--- src/rtl/ex_mem_reg_pkg.sv ---
// ============================================================================
// Module  : ex_mem_reg_pkg
// Brief   : Shared widths, op codes and the MEM payload type for the EX->MEM stage.
// Rev     : 1.0
// ============================================================================
`default_nettype none

package ex_mem_reg_pkg;

  localparam int REG_W      = 32;
  localparam int REG_ADDR_W = 5;
  localparam int ALUOP_W    = 8;
  localparam int DREG_W     = 64;

  localparam logic [REG_W-1:0]      c_zero_word    = '0;
  localparam logic [REG_ADDR_W-1:0] c_nop_reg_addr = '0;
  localparam logic                  c_write_en     = 1'b1;
  localparam logic                  c_write_dis    = 1'b0;

  localparam logic [ALUOP_W-1:0] c_exe_nop_op = 8'b0000_0000;
  localparam logic [ALUOP_W-1:0] c_exe_lb_op  = 8'b1110_0000;
  localparam logic [ALUOP_W-1:0] c_exe_lbu_op = 8'b1110_0100;
  localparam logic [ALUOP_W-1:0] c_exe_lh_op  = 8'b1110_0001;
  localparam logic [ALUOP_W-1:0] c_exe_lhu_op = 8'b1110_0101;
  localparam logic [ALUOP_W-1:0] c_exe_lw_op  = 8'b1110_0011;
  localparam logic [ALUOP_W-1:0] c_exe_lwl_op = 8'b1110_0010;
  localparam logic [ALUOP_W-1:0] c_exe_lwr_op = 8'b1110_0110;
  localparam logic [ALUOP_W-1:0] c_exe_ll_op  = 8'b1111_0000;
  localparam logic [ALUOP_W-1:0] c_exe_sb_op  = 8'b1110_1000;
  localparam logic [ALUOP_W-1:0] c_exe_sh_op  = 8'b1110_1001;
  localparam logic [ALUOP_W-1:0] c_exe_sw_op  = 8'b1110_1011;
  localparam logic [ALUOP_W-1:0] c_exe_swl_op = 8'b1110_1010;
  localparam logic [ALUOP_W-1:0] c_exe_swr_op = 8'b1110_1110;
  localparam logic [ALUOP_W-1:0] c_exe_sc_op  = 8'b1111_1000;

  typedef enum logic [1:0] {
    ACC_NONE = 2'd0,
    ACC_HALF = 2'd1,
    ACC_WORD = 2'd2
  } acc_size_e;

  typedef struct packed {
    logic [REG_W-1:0]      wdata;
    logic [REG_ADDR_W-1:0] wd;
    logic                  wreg;
    logic                  whilo;
    logic [REG_W-1:0]      hi;
    logic [REG_W-1:0]      lo;
    logic [ALUOP_W-1:0]    aluop;
    logic [REG_W-1:0]      mem_addr;
    logic [REG_W-1:0]      reg2;
  } mem_bus_t;

  localparam mem_bus_t c_mem_bubble = '{
    wdata:    c_zero_word,
    wd:       c_nop_reg_addr,
    wreg:     c_write_dis,
    whilo:    c_write_dis,
    hi:       c_zero_word,
    lo:       c_zero_word,
    aluop:    c_exe_nop_op,
    mem_addr: c_zero_word,
    reg2:     c_zero_word
  };

  // Unaligned-merge ops (lwl/lwr/swl/swr) and byte ops report ACC_NONE: they can never fault.
  function automatic acc_size_e acc_size(input logic [ALUOP_W-1:0] op);
    acc_size_e r;
    case (op)
      c_exe_lh_op, c_exe_lhu_op, c_exe_sh_op:              r = ACC_HALF;
      c_exe_lw_op, c_exe_sw_op, c_exe_ll_op, c_exe_sc_op:  r = ACC_WORD;
      default:                                             r = ACC_NONE;
    endcase
    return r;
  endfunction

endpackage

`default_nettype wire

--- src/rtl/ex_mem_reg_align_chk.sv ---
// ============================================================================
// Module  : ex_mem_align_chk
// Brief   : Combinational misaligned half/word access detector.
//           Exists only when EX_MEM_ALIGN_CHK_EN is defined.
// Rev     : 1.0
// ============================================================================
`default_nettype none

`ifdef EX_MEM_ALIGN_CHK_EN
module ex_mem_align_chk
  import ex_mem_reg_pkg::*;
(
  input  logic [ALUOP_W-1:0] i_aluop,
  input  logic [1:0]         i_addr,
  output logic               o_misalign
);

  always_comb begin
    o_misalign = 1'b0;
    case (acc_size(i_aluop))
      ACC_HALF: o_misalign = i_addr[0];
      ACC_WORD: o_misalign = |i_addr;
      default:  o_misalign = 1'b0;
    endcase
  end

endmodule
`endif

`default_nettype wire

--- src/rtl/ex_mem_reg.sv ---
// ============================================================================
// Module  : ex_mem_reg
// Brief   : EX->MEM pipeline register with bubble/flush/hold and madd/msub state
//           carry. Optional alignment check enabled by EX_MEM_ALIGN_CHK_EN.
// Rev     : 1.0
// ============================================================================
`default_nettype none

module ex_mem_reg
  import ex_mem_reg_pkg::*;
(
  input  logic                  clk,
  input  logic                  rst_n,
  input  logic [5:0]            stall,
  input  logic                  flush,
  input  logic [REG_W-1:0]      ex_wdata,
  input  logic [REG_ADDR_W-1:0] ex_wd,
  input  logic                  ex_wreg,
  input  logic                  ex_whilo,
  input  logic [REG_W-1:0]      ex_hi,
  input  logic [REG_W-1:0]      ex_lo,
  input  logic [ALUOP_W-1:0]    ex_aluop,
  input  logic [REG_W-1:0]      ex_mem_addr,
  input  logic [REG_W-1:0]      ex_reg2,
  input  logic [DREG_W-1:0]     hilo_i,
  input  logic [1:0]            cnt_i,
  output logic [REG_W-1:0]      mem_wdata,
  output logic [REG_ADDR_W-1:0] mem_wd,
  output logic                  mem_wreg,
  output logic                  mem_whilo,
  output logic [REG_W-1:0]      mem_hi,
  output logic [REG_W-1:0]      mem_lo,
  output logic [ALUOP_W-1:0]    mem_aluop,
  output logic [REG_W-1:0]      mem_mem_addr,
  output logic [REG_W-1:0]      mem_reg2,
  output logic [DREG_W-1:0]     hilo_o,
  output logic [1:0]            cnt_o,
  output logic                  mem_misalign_o
);

  mem_bus_t          w_ex;
  mem_bus_t          w_cap;
  mem_bus_t          r_mem;
  logic [DREG_W-1:0] r_hilo;
  logic [1:0]        r_cnt;
  logic              w_bubble;
  logic              w_load;
  logic              w_unused;

  // EX stalled while MEM runs: MEM gets a NOP but EX's multi-cycle state is kept.
  assign w_bubble = stall[3] & ~stall[4];
  assign w_load   = ~stall[3];
  assign w_unused = ^{stall[5], stall[2:0]};

  assign w_ex = '{
    wdata:    ex_wdata,
    wd:       ex_wd,
    wreg:     ex_wreg,
    whilo:    ex_whilo,
    hi:       ex_hi,
    lo:       ex_lo,
    aluop:    ex_aluop,
    mem_addr: ex_mem_addr,
    reg2:     ex_reg2
  };

`ifdef EX_MEM_ALIGN_CHK_EN
  logic w_misalign;
  logic r_misalign;

  ex_mem_align_chk u_align_chk (
    .i_aluop    (ex_aluop),
    .i_addr     (ex_mem_addr[1:0]),
    .o_misalign (w_misalign)
  );

  // A faulting access reaches MEM as a non-writing NOP so no memory side effect occurs.
  always_comb begin
    w_cap = w_ex;
    if (w_misalign) begin
      w_cap.wreg  = c_write_dis;
      w_cap.aluop = c_exe_nop_op;
    end
  end

  always_ff @(posedge clk or negedge rst_n) begin
    if (!rst_n) begin
      r_misalign <= 1'b0;
    end else if (flush || w_bubble) begin
      r_misalign <= 1'b0;
    end else if (w_load) begin
      r_misalign <= w_misalign;
    end
  end

  assign mem_misalign_o = r_misalign;
`else
  assign w_cap          = w_ex;
  assign mem_misalign_o = 1'b0;
`endif

  always_ff @(posedge clk or negedge rst_n) begin
    if (!rst_n) begin
      r_mem  <= c_mem_bubble;
      r_hilo <= '0;
      r_cnt  <= '0;
    end else if (flush) begin
      r_mem  <= c_mem_bubble;
      r_hilo <= '0;
      r_cnt  <= '0;
    end else if (w_bubble) begin
      r_mem  <= c_mem_bubble;
      r_hilo <= hilo_i;
      r_cnt  <= cnt_i;
    end else if (w_load) begin
      r_mem  <= w_cap;
      r_hilo <= '0;
      r_cnt  <= '0;
    end
  end

  assign mem_wdata    = r_mem.wdata;
  assign mem_wd       = r_mem.wd;
  assign mem_wreg     = r_mem.wreg;
  assign mem_whilo    = r_mem.whilo;
  assign mem_hi       = r_mem.hi;
  assign mem_lo       = r_mem.lo;
  assign mem_aluop    = r_mem.aluop;
  assign mem_mem_addr = r_mem.mem_addr;
  assign mem_reg2     = r_mem.reg2;
  assign hilo_o       = r_hilo;
  assign cnt_o        = r_cnt;

endmodule

`default_nettype wire

--- config.mk ---
export PLATFORM = sky130hd
export DESIGN_NAME = ex_mem_reg
export DESIGN_NICKNAME = d
export VERILOG_FILES = /design/src/rtl/ex_mem_reg_pkg.sv /design/src/rtl/ex_mem_reg_align_chk.sv /design/src/rtl/ex_mem_reg.sv
export SDC_FILE = /design/constraint.sdc
export NUM_CORES = 1
export LEC_CHECK = 0
export CAP_MARGIN = 20
export CORE_AREA = 2 2 192 194
export DETAILED_ROUTE_END_ITERATION = 10
export DIE_AREA = 0 0 194 196
export HOLD_SLACK_MARGIN = 0.08
export PLACE_DENSITY = 0.56
export SLEW_MARGIN = 20
export SYNTH_ARGS = -nofsm -noshare
export SYNTH_HDL_FRONTEND = slang
export SYNTH_SLANG_ARGS = --single-unit
export TNS_END_PERCENT = 50
--- constraint.sdc ---
create_clock -name clk -period 1.9 [get_ports clk]
set_clock_uncertainty 0.05 [all_clocks]
set_input_delay 0.19 -clock clk [delete_from_list [all_inputs] [get_ports clk]]
set_output_delay 0.19 -clock clk [all_outputs]
set_load 0.03 [all_outputs]
---- Yosys cells after proc, flatten, opt, wreduce, memory -nomap -nowiden ----
Cells that the tools add are included.
W data, S select, Z words.
word-level totals
  logic and storage cells ................. 23
  register bits after elaboration ......... 241
  input port bits ......................... 250
operators by class
  equal/unequal tests ..................... 1
  bitwise gates (word level) .............. 2
  mux-type cells .......................... 9
operator list
  kind                  number
  $mux W175             3
  $mux W64              3
  $mux W2               3
  $ne A3 B1 Y1 const B  1
  $and A1 B1 Y1         1
  $not A1 Y1            1

---- Depth between registers and ports, before layout ----
  depth after elaboration ................. 4
  mapped depth ............................ 6

---- Worst setup path before layout ----
Ideal clock, no wire load.
  kind .................................... input -> register
  start ................................... input stall[4]
  end ..................................... register r_hilo[48], in the netlist hilo_o[48]
  stages .................................. 5
  library setup time ...................... 121 ps
  path slack .............................. 830 ps
  arrival ................................. 899 ps
  required time ........................... 1,729 ps
  cell sequence ........................... buf_2 -> buf_2 -> buf_4 -> mux2i_1 -> nor2_1
between the ends
  word-level cells in the longest chain between the ends .. 4
  elaborated cells between the ends (all ways) .. 5
  those cells by class .................... eq/ne (1); mux (2); bitwise (2)
RTL lines
  item                    line               RTL
  start: declaration      ex_mem_reg.sv:14   input logic [5:0] stall,
  $not A1 Y1 *            ex_mem_reg.sv:51   assign w_bubble = stall[3] & ~stall[4];
  $and A1 B1 Y1 *         ex_mem_reg.sv:51
  $mux W64                ex_mem_reg.sv:111  end else if (w_bubble) begin
  $mux W64                ex_mem_reg.sv:107  end else if (flush) begin
  end signal: assignment  ex_mem_reg.sv:113  r_hilo <= hilo_i;
  end: declaration        ex_mem_reg.sv:44   logic [DREG_W-1:0] r_hilo;
Mark *: on every way between the ends. The rest lies on a longest branch, timed or not.
A chain may end at the register's enable or synchronous reset.

---- Worst setup path in the final report ----
  start ................................... register r_hilo[51], in the netlist hilo_o[51]
  end ..................................... output hilo_o[51]
RTL lines
  item              line              RTL
  end: declaration  ex_mem_reg.sv:36  output logic [DREG_W-1:0] hilo_o,
No word-level cell between the ends.

==> reports/results.env <==
SYNTHESIZED_NETLIST_CELL_COUNT=994
FINAL_LAYOUT_SIZE_SUFFIX_GT1_SHARE_PCT=5.75
REGTOREGENDPOINT='mem_hi[31]'
RELSLEWSLACK_PCT=55.7
REG2REG_DEPTH=3
CLK_ROOT_BUFFER_CELL='sky130_fd_sc_hd__clkbuf_16'
INITIALDRTVIOLATIONCOUNT=324
CP_TOP_FAMILY='buffers and inverters'
SETUP_VIOL_COUNT_FINAL=0
ROUTE.MET3.WL_MM=2.67
CRITICAL_PATH_DEPTH=1
NUMBER_OF_CELL_ROWS=70
CLK_LATENCY_NS=0.55
FLOORPLAN.INITIALDENSITY_PCT=28.6
SYNTH_AREA_SQ_UM=10300
TIMING.CRITICAL_PATH.SLOWEST_STAGE_CELL='sky130_fd_sc_hd__clkdlybuf4s50_1'
POST_ROUTE_CLOCK_PERIOD_UTILIZATION_PCT=97.7
SLEW_VIOL_FINAL=0
PLACE_CONGESTION=0.775
CTS_BUFFERS=29
MAX_CAP_VIOLATIONS=0
VIAS=8960
PATH_CELLS='clkdlybuf4s50_1'
TRITONCTS='built'
REGISTER_AREA_SQ_UM=6030
SHARE_OF_FLIP_FLOPS_WITH_AN_ASYNCHRONOUS_SET_OR_RESET_AFTER_SYNTHESIS_PCT=100
PIN_COUNT_OF_THE_BIGGEST_NET_ENTERING_GLOBAL_ROUTING=131
WORST_EP_ARRIVAL_TIME_NS=1.62
MET2WIRELENGTH_MM=16.9
CRITPATHBUFINV=1
AVGROUTEDWIREPERCELL_UM=18.1
YOSYS.CELL_TYPES.COUNT=12
CLK_PIN_SLEW_WORST_PATHS_NS=0.06
CRITICAL_PATH.REG2REG.STARTPOINT='mem_hi[31]'
DRC=0
CTS_HTREE_LEVELS=1
POSTROUTEANTENNANETS=0
LAYOUT-AREA-OVERHEAD-VS-SYNTH_PCT=62.9
FINAL-HOLD-VIOLATION-COUNT=0
FP.DIEW_UM=194
CRITICAL_PATH.STARTPOINT_TYPE='flip-flop'
DIE_AREA_SQ_UM=38000
CLOCK_TREE.BUFFER_DEPTH=3
AVERAGE_CELL_AREA_AFTER_SYNTHESIS_SQ_UM=10.4
FINAL_PERIOD_MINUS_WORST_SETUP_SLACK_NS=1.86
VDD.IR_DROP.WORST_V=0.000622
MULTIINPUTGATEAREA_SQ_UM=3770
SETUP.WORST_PATH.END_CLASS='primary output'
FIN_SETUP_TNS_NS=0
WL_MM=35.2
STARTPOINT='hilo_o[51]'
SYNTH.TOP_CELLS.BY_COUNT='241 x sky130_fd_sc_hd__dfrtp_1, 176 x sky130_fd_sc_hd__nand2b_1, 175 x sky130_fd_sc_hd__a21oi_1, 175 x sky130_fd_sc_hd__nand3_1'
TIMING_WORST_SLEW_PIN_VALUE_NS=0.664
POWER.DENSITY_nW_PER_UM2=804
CORE_AREA_SQ_UM=36100
REGTOREGSETUPSLACK_NS=0.64
GRT_PASS1_WL_MM=53.8
GRT_UTIL_ALL_LAYERS_PCT=17.7
SHARE_OF_THE_YOSYS_CHIP_AREA_BELONGING_TO_REGISTERS_PCT=58.5
WORST_HOLD_PATH_TYPE='in -> async'
OUTCOME='finished, final reports clean'
POSTSYNTHREGISTERBITS=241
POSTSYNTHNETCOUNT=1244
TOP_LAYER_USED='met4'
MAX_FREQ_MHz=539
DR.PASS1.ITERS=6
SYNTH_MOST_COMMON_CELL='sky130_fd_sc_hd__dfrtp_1'
CRIT_TYPE='reg -> out'
LAYOUT.CORE_UTILIZATION_PCT=46.5
ANTENNA_CELLS_INSERTED=0
TOP_CELLS_BY_AREA_IN_THE_SYNTHESIZED_NETLIST='sky130_fd_sc_hd__dfrtp_1 59%, sky130_fd_sc_hd__nand2b_1 11%, sky130_fd_sc_hd__a21oi_1 8.5%, sky130_fd_sc_hd__nand3_1 8.5%, sky130_fd_sc_hd__mux2i_1 6.4%'
NUMBER_OF_ENABLE_TYPE_REGISTER_CELLS_IN_THE_SYNTHESIZED_NETLIST=0
LEAKAGE_POWER_nW=7.54
POST-DP-HPWL_MM=24.3
CTS_NUM_SINKS=241
I_O_PIN_COUNT=492
CRIT_PATH_MAX_FANOUT=2
SYNTH_AREA_LEADER_CELL='sky130_fd_sc_hd__dfrtp_1'
FILLER_CELL_COUNT=3511
SLOWEST_DELAY_NS=0.71
ENDPOINT='hilo_o[51]'
TIMING.CRITICAL_PATH.REQUIRED_NS=1.66
POST_CTS.REPAIR.SETUP_BUFFERS=0
SYNTH_LARGEST_TYPE_AREA_FRACTION_PCT=58.5
YS_WARN_COUNT=0
NUMBER_OF_ANTENNA_VIOLATIONS_AT_THE_FIRST_CHECK_IN_GLOBAL_ROUTING=0
YOSYS_MOST_USED_DFF='sky130_fd_sc_hd__dfrtp_1'
ROUTED_LENGTH_ON_MET1_MM=14.8
GRT-OVFL-TOTAL=0
VIASPERCELL=4.61
FIRST_GLOBAL_VIAS=8958
DIE_HEIGHT_UM=196
IO_BUFFER_COUNT=486
FINAL_NET_COUNT=1705
RSZ_0062_RAISED_AFTER_GLOBAL_ROUTING='false'
-- cell type report --
cell class,count,area share [%]
timing repair buffer,524,32.3
multi-input combinational,659,22.5
clock inverter,13,1.03
clock buffer,40,4.81
sequential,241,35.9
tap,468,3.49
-- sequential cells by signal, indices dropped and copies added (netlist names) --
signal	cells
cnt_o	2
hilo_o	64
mem_aluop	8
mem_hi	32
mem_lo	32
mem_mem_addr	32
mem_reg2	32
mem_wd	5
mem_wdata	32
mem_whilo	1
mem_wreg	1
-- power breakdown --
part | internal [W] | switching (W) | total (W) | leakage, nW
Combinational | 0.00111 | 0.00119 | 0.00230 | 3.81
Sequential | 0.00535 | 0.000115 | 0.00546 | 3.25
Clock | 0.00350 | 0.00222 | 0.00572 | 0.487
Total | 0.00996 | 0.00353 | 0.0135 | 7.54
-- cells by family after synthesis --
family | Yosys count | synth area share, %
AND/OR/NAND/NOR | 417 | 21.6
AO/OA/AOI/OAI | 175 | 8.50
flip-flops | 241 | 58.5
multiplexers | 66 | 6.41
buffers and inverters | 94 | 4.93
other | 1 | 0.0364
-- placed cells by master (no fill, tap or decap) --
cell	instances
sky130_fd_sc_hd__clkbuf_16	29
sky130_fd_sc_hd__bufinv_16	4
sky130_fd_sc_hd__a21oi_1	175
sky130_fd_sc_hd__clkbuf_1	7
sky130_fd_sc_hd__nand2b_1	175
sky130_fd_sc_hd__dlymetal6s2s_1	29
sky130_fd_sc_hd__clkbuf_8	6
sky130_fd_sc_hd__conb_1	1
sky130_fd_sc_hd__nor2_1	66
sky130_fd_sc_hd__dlygate4sd2_1	14
sky130_fd_sc_hd__dlygate4sd3_1	4
sky130_fd_sc_hd__inv_6	2
sky130_fd_sc_hd__nand2b_2	1
sky130_fd_sc_hd__nand3_1	175
sky130_fd_sc_hd__buf_4	19
sky130_fd_sc_hd__dfrtp_1	241
sky130_fd_sc_hd__buf_12	15
sky130_fd_sc_hd__mux2i_1	66
sky130_fd_sc_hd__buf_6	1
sky130_fd_sc_hd__clkinv_2	7
sky130_fd_sc_hd__clkdlybuf4s50_1	439
sky130_fd_sc_hd__buf_8	1
-- metrics by stage --
step / area, sq um / worst slack, ns / power [W] / hold slack [ns] / cells
5_1_grt: 16800 / 0.000137 / 0.0141 / 0.115 / 1945
3_5_place_dp: 15700 / 0.520 / 0.00789 / 0.100 / 1888
3_3_place_gp: 15700 / 0.543 / 0.00788 / 0.0960 / 1888
6_report: 16800 / 0.0439 / 0.0135 / 0.0988 / 1945
4_1_cts: 16700 / 0.000638 / 0.0137 / 0.0930 / 1945
2_1_floorplan: 10300 / 0.830 / 0.00659 / -0.156 / 994
-- metal layers --
metal,up-vias,track usage (%)
li1,4276,-
met1,4319,22.5
met2,314,29.5
met3,51,5.00
met4,0,5.02
met5,-,0
-- worst min-delay path by stage --
stage / end / from
after floorplan: cnt_o[0] / rst_n
after global placement: hilo_o[9] / rst_n
after detailed placement: mem_wdata[22] / rst_n
after CTS: mem_wdata[2] / rst_n
after global routing: mem_wdata[22] / rst_n
final: mem_wdata[22] / rst_n
-- repair_timing --
action | CTS | global route
gates resized for setup | 14 | 29
endpoints found under the setup margin | 14 | 29
endpoints found under the hold margin | 254 | 0
hold buffers | 4 | 0
Note: power is estimated with default switching activity, not from simulation.
